===== src/rtl/cic_pkg.sv =====
// Shared constants and helpers for the CIC interpolator datapath.
package cic_pkg;

  localparam int N_STAGES     = 5;
  localparam int COUNTER_BITS = 16;

  typedef logic [COUNTER_BITS-1:0] count_t;

  // Bits needed to encode values 0..value-1; used for shifter select widths.
  function automatic int clog2(input int value);
    int r;
    int v;
    r = 0;
    v = value - 1;
    while (v > 0) begin
      r = r + 1;
      v = v >> 1;
    end
    return r;
  endfunction

  // Saturation bounds of a signed BITS-wide result, expressed at WIDTH bits.
  function automatic longint sat_max(input int bits);
    return (longint'(1) <<< (bits - 1)) - 1;
  endfunction

  function automatic longint sat_min(input int bits);
    return -(longint'(1) <<< (bits - 1));
  endfunction

endpackage


===== src/rtl/cic_shift_sat.sv =====
// Arithmetic right shift of the last integrator followed by saturation to BITS.
// The output register only advances on i_en so the sample holds between enables.
module cic_shift_sat
  import cic_pkg::*;
#(
  parameter int WIDTH   = 72,
  parameter int BITS    = 16,
  parameter int SHIFT_W = 7
) (
  input  logic                    i_clk,
  input  logic                    i_rst,
  input  logic                    i_en,
  input  logic signed [WIDTH-1:0] i_data,
  input  logic [SHIFT_W-1:0]      i_shift,
  output logic signed [BITS-1:0]  o_data
);

  localparam logic signed [WIDTH-1:0] MAX_V = WIDTH'(sat_max(BITS));
  localparam logic signed [WIDTH-1:0] MIN_V = WIDTH'(sat_min(BITS));

  logic signed [WIDTH-1:0] w_shifted;
  logic signed [BITS-1:0]  w_sat;

  always_comb begin
    w_shifted = i_data >>> i_shift;
    if (w_shifted > MAX_V) begin
      w_sat = MAX_V[BITS-1:0];
    end else if (w_shifted < MIN_V) begin
      w_sat = MIN_V[BITS-1:0];
    end else begin
      w_sat = w_shifted[BITS-1:0];
    end
  end

  always_ff @(posedge i_clk) begin
    if (i_rst) begin
      o_data <= '0;
    end else if (i_en) begin
      o_data <= w_sat;
    end
  end

endmodule


===== src/rtl/cic_interp.sv =====
// 5-stage CIC interpolator: low-rate comb chain, zero-stuffing, high-rate integrators,
// then a gain-shifted, saturated output register. One-deep input holding register.
module cic_interp
  import cic_pkg::*;
#(
  parameter int WIDTH      = 72,
  parameter int INTERP     = 8192,
  parameter int BITS       = 16,
  parameter int GAIN_BITS  = 8,
  parameter int BASE_SHIFT = 48
) (
  input  logic                    CLK,
  input  logic                    RST,
  input  logic                    ce,
  input  logic signed [BITS-1:0]  x_in,
  input  logic                    in_valid,
  output logic                    in_ready,
  input  logic [GAIN_BITS-1:0]    gain,
  output logic signed [BITS-1:0]  x_out,
  output logic                    out_tick,
  output logic                    underrun
);

  localparam int     SHIFT_W = clog2(WIDTH);
  localparam count_t LAST    = count_t'(INTERP - 1);

  count_t                  r_count;
  logic                    r_hold_full;
  logic signed [BITS-1:0]  r_x_hold;
  logic                    r_underrun;
  logic                    r_out_tick;
  logic signed [WIDTH-1:0] r_comb     [N_STAGES];
  logic signed [WIDTH-1:0] r_comb_del [N_STAGES];
  logic signed [WIDTH-1:0] r_integ    [N_STAGES];

  logic signed [WIDTH-1:0] w_comb_in  [N_STAGES];
  logic signed [WIDTH-1:0] w_u;
  logic                    w_strobe;
  logic                    w_accept;
  logic [SHIFT_W-1:0]      w_shift;
  int                      w_shift_int;

  assign w_strobe = ce && (r_count == '0);
  assign in_ready = ~r_hold_full;
  assign w_accept = in_valid && ~r_hold_full;
  assign underrun = r_underrun;
  assign out_tick = r_out_tick;

  always_ff @(posedge CLK) begin
    if (RST) begin
      r_count <= '0;
    end else if (ce) begin
      r_count <= (r_count == LAST) ? '0 : r_count + count_t'(1);
    end
  end

  // A strobe with an empty holding register feeds zero and flags underrun;
  // a load in that same cycle is kept for the next strobe.
  always_ff @(posedge CLK) begin
    if (RST) begin
      r_hold_full <= 1'b0;
      r_x_hold    <= '0;
      r_underrun  <= 1'b0;
    end else begin
      r_underrun <= w_strobe && ~r_hold_full;
      if (w_accept) begin
        r_hold_full <= 1'b1;
        r_x_hold    <= x_in;
      end else if (w_strobe) begin
        r_hold_full <= 1'b0;
      end
    end
  end

  always_comb begin
    for (int k = 0; k < N_STAGES; k++) begin
      w_comb_in[k] = '0;
    end
    if (r_hold_full) begin
      w_comb_in[0] = {{(WIDTH-BITS){r_x_hold[BITS-1]}}, r_x_hold};
    end
    for (int k = 1; k < N_STAGES; k++) begin
      w_comb_in[k] = r_comb[k-1];
    end
  end

  assign w_u = w_strobe ? r_comb[N_STAGES-1] : '0;

  // Integrators wrap in WIDTH bits by design; the combs cancel the overflow exactly.
  always_ff @(posedge CLK) begin
    if (RST) begin
      for (int k = 0; k < N_STAGES; k++) begin
        r_comb[k]     <= '0;
        r_comb_del[k] <= '0;
        r_integ[k]    <= '0;
      end
    end else if (ce) begin
      if (w_strobe) begin
        for (int k = 0; k < N_STAGES; k++) begin
          r_comb_del[k] <= w_comb_in[k];
          r_comb[k]     <= w_comb_in[k] - r_comb_del[k];
        end
      end
      r_integ[0] <= r_integ[0] + w_u;
      for (int k = 1; k < N_STAGES; k++) begin
        r_integ[k] <= r_integ[k] + r_integ[k-1];
      end
    end
  end

  always_comb begin
    w_shift_int = BASE_SHIFT - int'(gain);
    if (w_shift_int < 0) begin
      w_shift_int = 0;
    end else if (w_shift_int > WIDTH - 1) begin
      w_shift_int = WIDTH - 1;
    end
    w_shift = SHIFT_W'(w_shift_int);
  end

  always_ff @(posedge CLK) begin
    if (RST) begin
      r_out_tick <= 1'b0;
    end else begin
      r_out_tick <= ce;
    end
  end

  cic_shift_sat #(
    .WIDTH   (WIDTH),
    .BITS    (BITS),
    .SHIFT_W (SHIFT_W)
  ) u_shift_sat (
    .i_clk   (CLK),
    .i_rst   (RST),
    .i_en    (ce),
    .i_data  (r_integ[N_STAGES-1]),
    .i_shift (w_shift),
    .o_data  (x_out)
  );

endmodule


===== config.mk =====
export PLATFORM = sky130hd
export DESIGN_NAME = cic_interp
export DESIGN_NICKNAME = d
export VERILOG_FILES = /design/src/rtl/cic_pkg.sv /design/src/rtl/cic_shift_sat.sv /design/src/rtl/cic_interp.sv
export SDC_FILE = /design/constraint.sdc
export NUM_CORES = 2
export LEC_CHECK = 0
export ABC_AREA = 1
export BUFFER_PORTS_ARGS = -buffer_cell sky130_fd_sc_hd__buf_4
export CAP_MARGIN = 20
export CORE_MARGIN = 4
export CORE_UTILIZATION = 28
export DETAILED_ROUTE_END_ITERATION = 12
export PLACE_DENSITY = 0.5
export SLEW_MARGIN = 10
export SYNTH_ARGS = -nofsm -noshare
export SYNTH_HDL_FRONTEND = slang
export SYNTH_SLANG_ARGS = --single-unit

===== constraint.sdc =====
create_clock -name CLK -period 54.5 [get_ports CLK]
set_input_delay 10.9 -clock CLK [delete_from_list [all_inputs] [get_ports CLK]]
set_output_delay 10.9 -clock CLK [all_outputs]
set_load 0.005 [all_outputs]

==> summary.md <==
| Metric | Value |
|---|---|
| Max-slew violations | 0 |
| Post-CTS Setup Repair Bufs | 0 |
| Period utilization | 27.6% |
| Min Clock Period, post-route | 15.06 ns |
| Hold wc startpoint | u_shift_sat.o_data[10]$_SDFFE_PP0P_ |
| DR vias | 79800 |
| Total design power | 3090 µW |
| Worst path arrival time | 15.69 ns |
| Max clock buf depth | 4 |
| Commonest cells in the synthesized netlist | inv_1, a21oi_1, nand2_1 |
| Reg2Reg Depth | 22 |
| Placer Congestion | 0.919 |
| Syn Std Cell Area | 88000 µm² |
| Rows | 205 |
| Setup TNS Final | 0 ns |
| Crit-path slowest cell | o21ai_0 |
| Width of the die | 569 µm |
| Min-Delay Endpoint | u_shift_sat.o_data[10]$_SDFFE_PP0P_ |
| Nets | 12900 |
| # DRC | 0 |
| PortBufs | 46 |
| Hold Path Depth | 2 |
| WL met3 | 10900 µm |
| Yosys reg bits | 1071 |
| Hold_buf cts | 0 |
| Yosys cell types | 68 |
| Peak supply drop | 0.0232 mV |
| Worst setup EP type | register |
| PostCTS Resize Cnt | 0 |
| First-pass GRT wire length | 454000 µm |
| Synth area leader | edfxtp_1 |
| Number of synthesized flops with an enable pin | 1020 |
| Kind of critical path | in -> reg |
| Max_slew headroom | 23.4% |
| Metal2 WL | 146000 µm |
| CTS buffer count | 144 |
| Delay-heaviest family, CP | compound AO/OA/AOI/OAI gates |
| Total track usage | 17.8% |
| Top sig layer | met4 |
| Max-Cap Viols | 0 |
| Post-Syn Nets | 12900 |
| Vias in the first global route | 77600 |
| Fillers | 34300 |
| Yosys warns | 0 |
| Synth async-reset ratio | 0% |
| Drt pass-1 iters | 6 |
| Reg-to-Reg End | r_integ[0][68]$_SDFFCE_PN0P_ |
| Slowest Stage Delay on Critical Path | 0.53 ns |
| Slew @ Worst Pin | 1.13 ns |
| Fmax | 66.4 MHz |
| Iteration-0 DRC Markers | 5841 |
| Status | complete, no violations |
| Die area | 323000 µm² |
| Hold Slack | 0.455 ns |
| Count leader, synth | inv_1 |
| Vias per inst | 4.86 |
| Critical Path Fanout Max | 45 |
| DP Wirelength | 237000 µm |
| GRT overflow | 0 |
| Initial Utilization | 28.2% |
| M1 WL | 128000 µm |
| Critical path cell sequence | buf_4 -> nand4_1 -> nor2_1 -> nand2_2 -> buf_4 -> buf_4 -> nor2_1 -> ha_1 -> inv_1 -> fa_1 -> o21ai_0 -> a21oi_1 -> inv_1 -> a21oi_1 -> o21ai_0 -> a31oi_1 -> inv_1 -> a21oi_1 -> o21ai_0 -> nand3_1 -> o211ai_1 -> o21ai_0 -> a21oi_1 |
| Most used DFF post-synth | edfxtp_1 |
| Final setup viols | 0 |
| CP Buf/Inv Count | 6 |
| Post-route ant nets | 0 |
| Crit Reg-Reg Startpoint | r_count[4]$_SDFFE_PP0P_ |
| Clk pin slew, worst setup/hold paths | 0.05 ns |
| Core area | 312000 µm² |
| Pwr/cell area | 31.8 nW/µm² |
| DP Cell Count | 16200 |
| RSZ-0062 raised after global routing | no |
| Area occupied by multi-input gates | 46200 µm² |
| Synthesized area per cell | 7.23 µm² |
| Yosys top cell area share | 34.8% |
| Mapped Cells | 12200 |
| Seq/Total Area, Yosys | 36.0% |
| CTS tree | yes |
| I/O pin cnt | 47 |
| Largest net degree at the start of global routing | 200 |
| H-tree Lvls | 4 |
| Clk Latency, worst-skew pair | 0.82 ns |
| Wire length per cell | 18.1 µm |
| Clock Skew | 0.0696 ns |
| Total routed wirelength | 298000 µm |
| Fin. Hold Viols | 0 |
| Static Leakage | 0.0433 µW |
| Finished Layout Cells | 16400 |
| CP Launch Type | input port |
| Clock root buffer master | clkbuf_16 |
| Synth area leaders | edfxtp_1, inv_1, a21oi_1 |
| Share of cells above drive strength 1 | 3.03% |
| Worst R2R Setup Slack | 48.88 ns |
| Initial antenna violation count | 2 |
| Chip height | 569 µm |
| Clock sinks | 1071 |
| P&R area growth vs syn | 10.5% |
| Reg area | 31700 µm² |
| Hold Crit Class | reg -> reg |
| Crit. path cell count | 23 |
| Data required time of the worst path | 55.13 ns |
## cells in the final DEF (no fill, tap or decap), types with 20 or more instances in the layout
master and instances:
inv_1 2370, buf_4 92, o221ai_1 20, clkinv_2 23, a211oi_1 21, nand4_1 53, a21oi_1 1717, o21bai_1 28
ha_1 656, nor4_1 34, nand2_1 1695, xor2_1 26, nor2_1 1657, a31oi_1 285, nor3_1 115, a21boi_0 59
dfxtp_1 51, o21a_1 257, fa_1 44, clkbuf_1 29, edfxtp_1 1020, o21ai_1 30, a221oi_1 20, nand3_1 588
clkbuf_16 147, o21ai_0 951, o211ai_1 49, o31ai_1 23, clkinv_1 23
## state kept, by name (all words and copies together) (netlist names)
name                cells
r_integ               360
r_comb                358
r_comb_del            302
r_count                16
r_x_hold               16
u_shift_sat.o_data     16
out_tick                1
r_hold_full             1
underrun                1
## per-layer routing
layer / up-vias / track usage (%)
met3: 466 / 1.54
met2: 1696 / 31.8
met1: 36600 / 22.1
met4: 0 / 6.77
met5: - / 0
li1: 41100 / -
## through the flow
step	util (%)	setup slack (ns)	cell area [µm²]
2_1_floorplan	-	27.78	88000
3_3_place_gp	29.7	38.48	92800
3_5_place_dp	29.7	38.67	92800
4_1_cts	31.1	39.52	97200
5_1_grt	31.1	39.07	97200
6_report	31.1	39.44	97200
## logic make-up after synthesis
logic type                 synth area share [%]
AOI/OAI and AO/OA                          22.1
DFF                                        36.0
buffers and inverters                      11.6
muxes                                    0.0455
xor gates and xnor gates                  0.368
and+or+nand+nor                            19.6
adders and majority gates                  10.3
## final cells by class
type	instances	area share (%)
clock inverter	64	0.537
tap	4140	5.33
multi-input combinational	8480	47.5
antenna	4	0.0103
timing repair buffer	97	0.816
clock buffer	180	3.95
sequential	1071	32.6
inverter	2388	9.26
## power by group
group / leakage [µW] / total, µW / switching [µW] / internal, µW
Combinational: 0.0297 / 1090 / 766 / 322
Clock: 0.00213 / 911 / 383 / 527
Sequential: 0.0115 / 1090 / 74.2 / 1010
## worst register-to-register path, delay by kind of cell (launching register included)
family / cells / cell delay, ns
adder cells (fa/ha/maj): 2 / 0.63
flip-flops: 1 / 0.34
buffers and inverters: 5 / 0.98
AO/OA/AOI/OAI: 10 / 2.40
AND/OR/NAND/NOR: 5 / 1.13
## how the worst max path moves through the flow
stage	to	from	slack, ns
detailed placement	r_integ[0][68]$_SDFFCE_PN0P_	ce	38.67
CTS	r_integ[0][68]$_SDFFCE_PN0P_	ce	39.52
finish	r_integ[0][68]$_SDFFCE_PN0P_	ce	39.44
global placement	r_integ[0][68]$_SDFFCE_PN0P_	ce	38.48
floorplan	r_comb[0][0]$_SDFFCE_PN0P_	RST	27.78
global route	r_integ[0][68]$_SDFFCE_PN0P_	ce	39.07
Power figures use the tool's default switching activity.
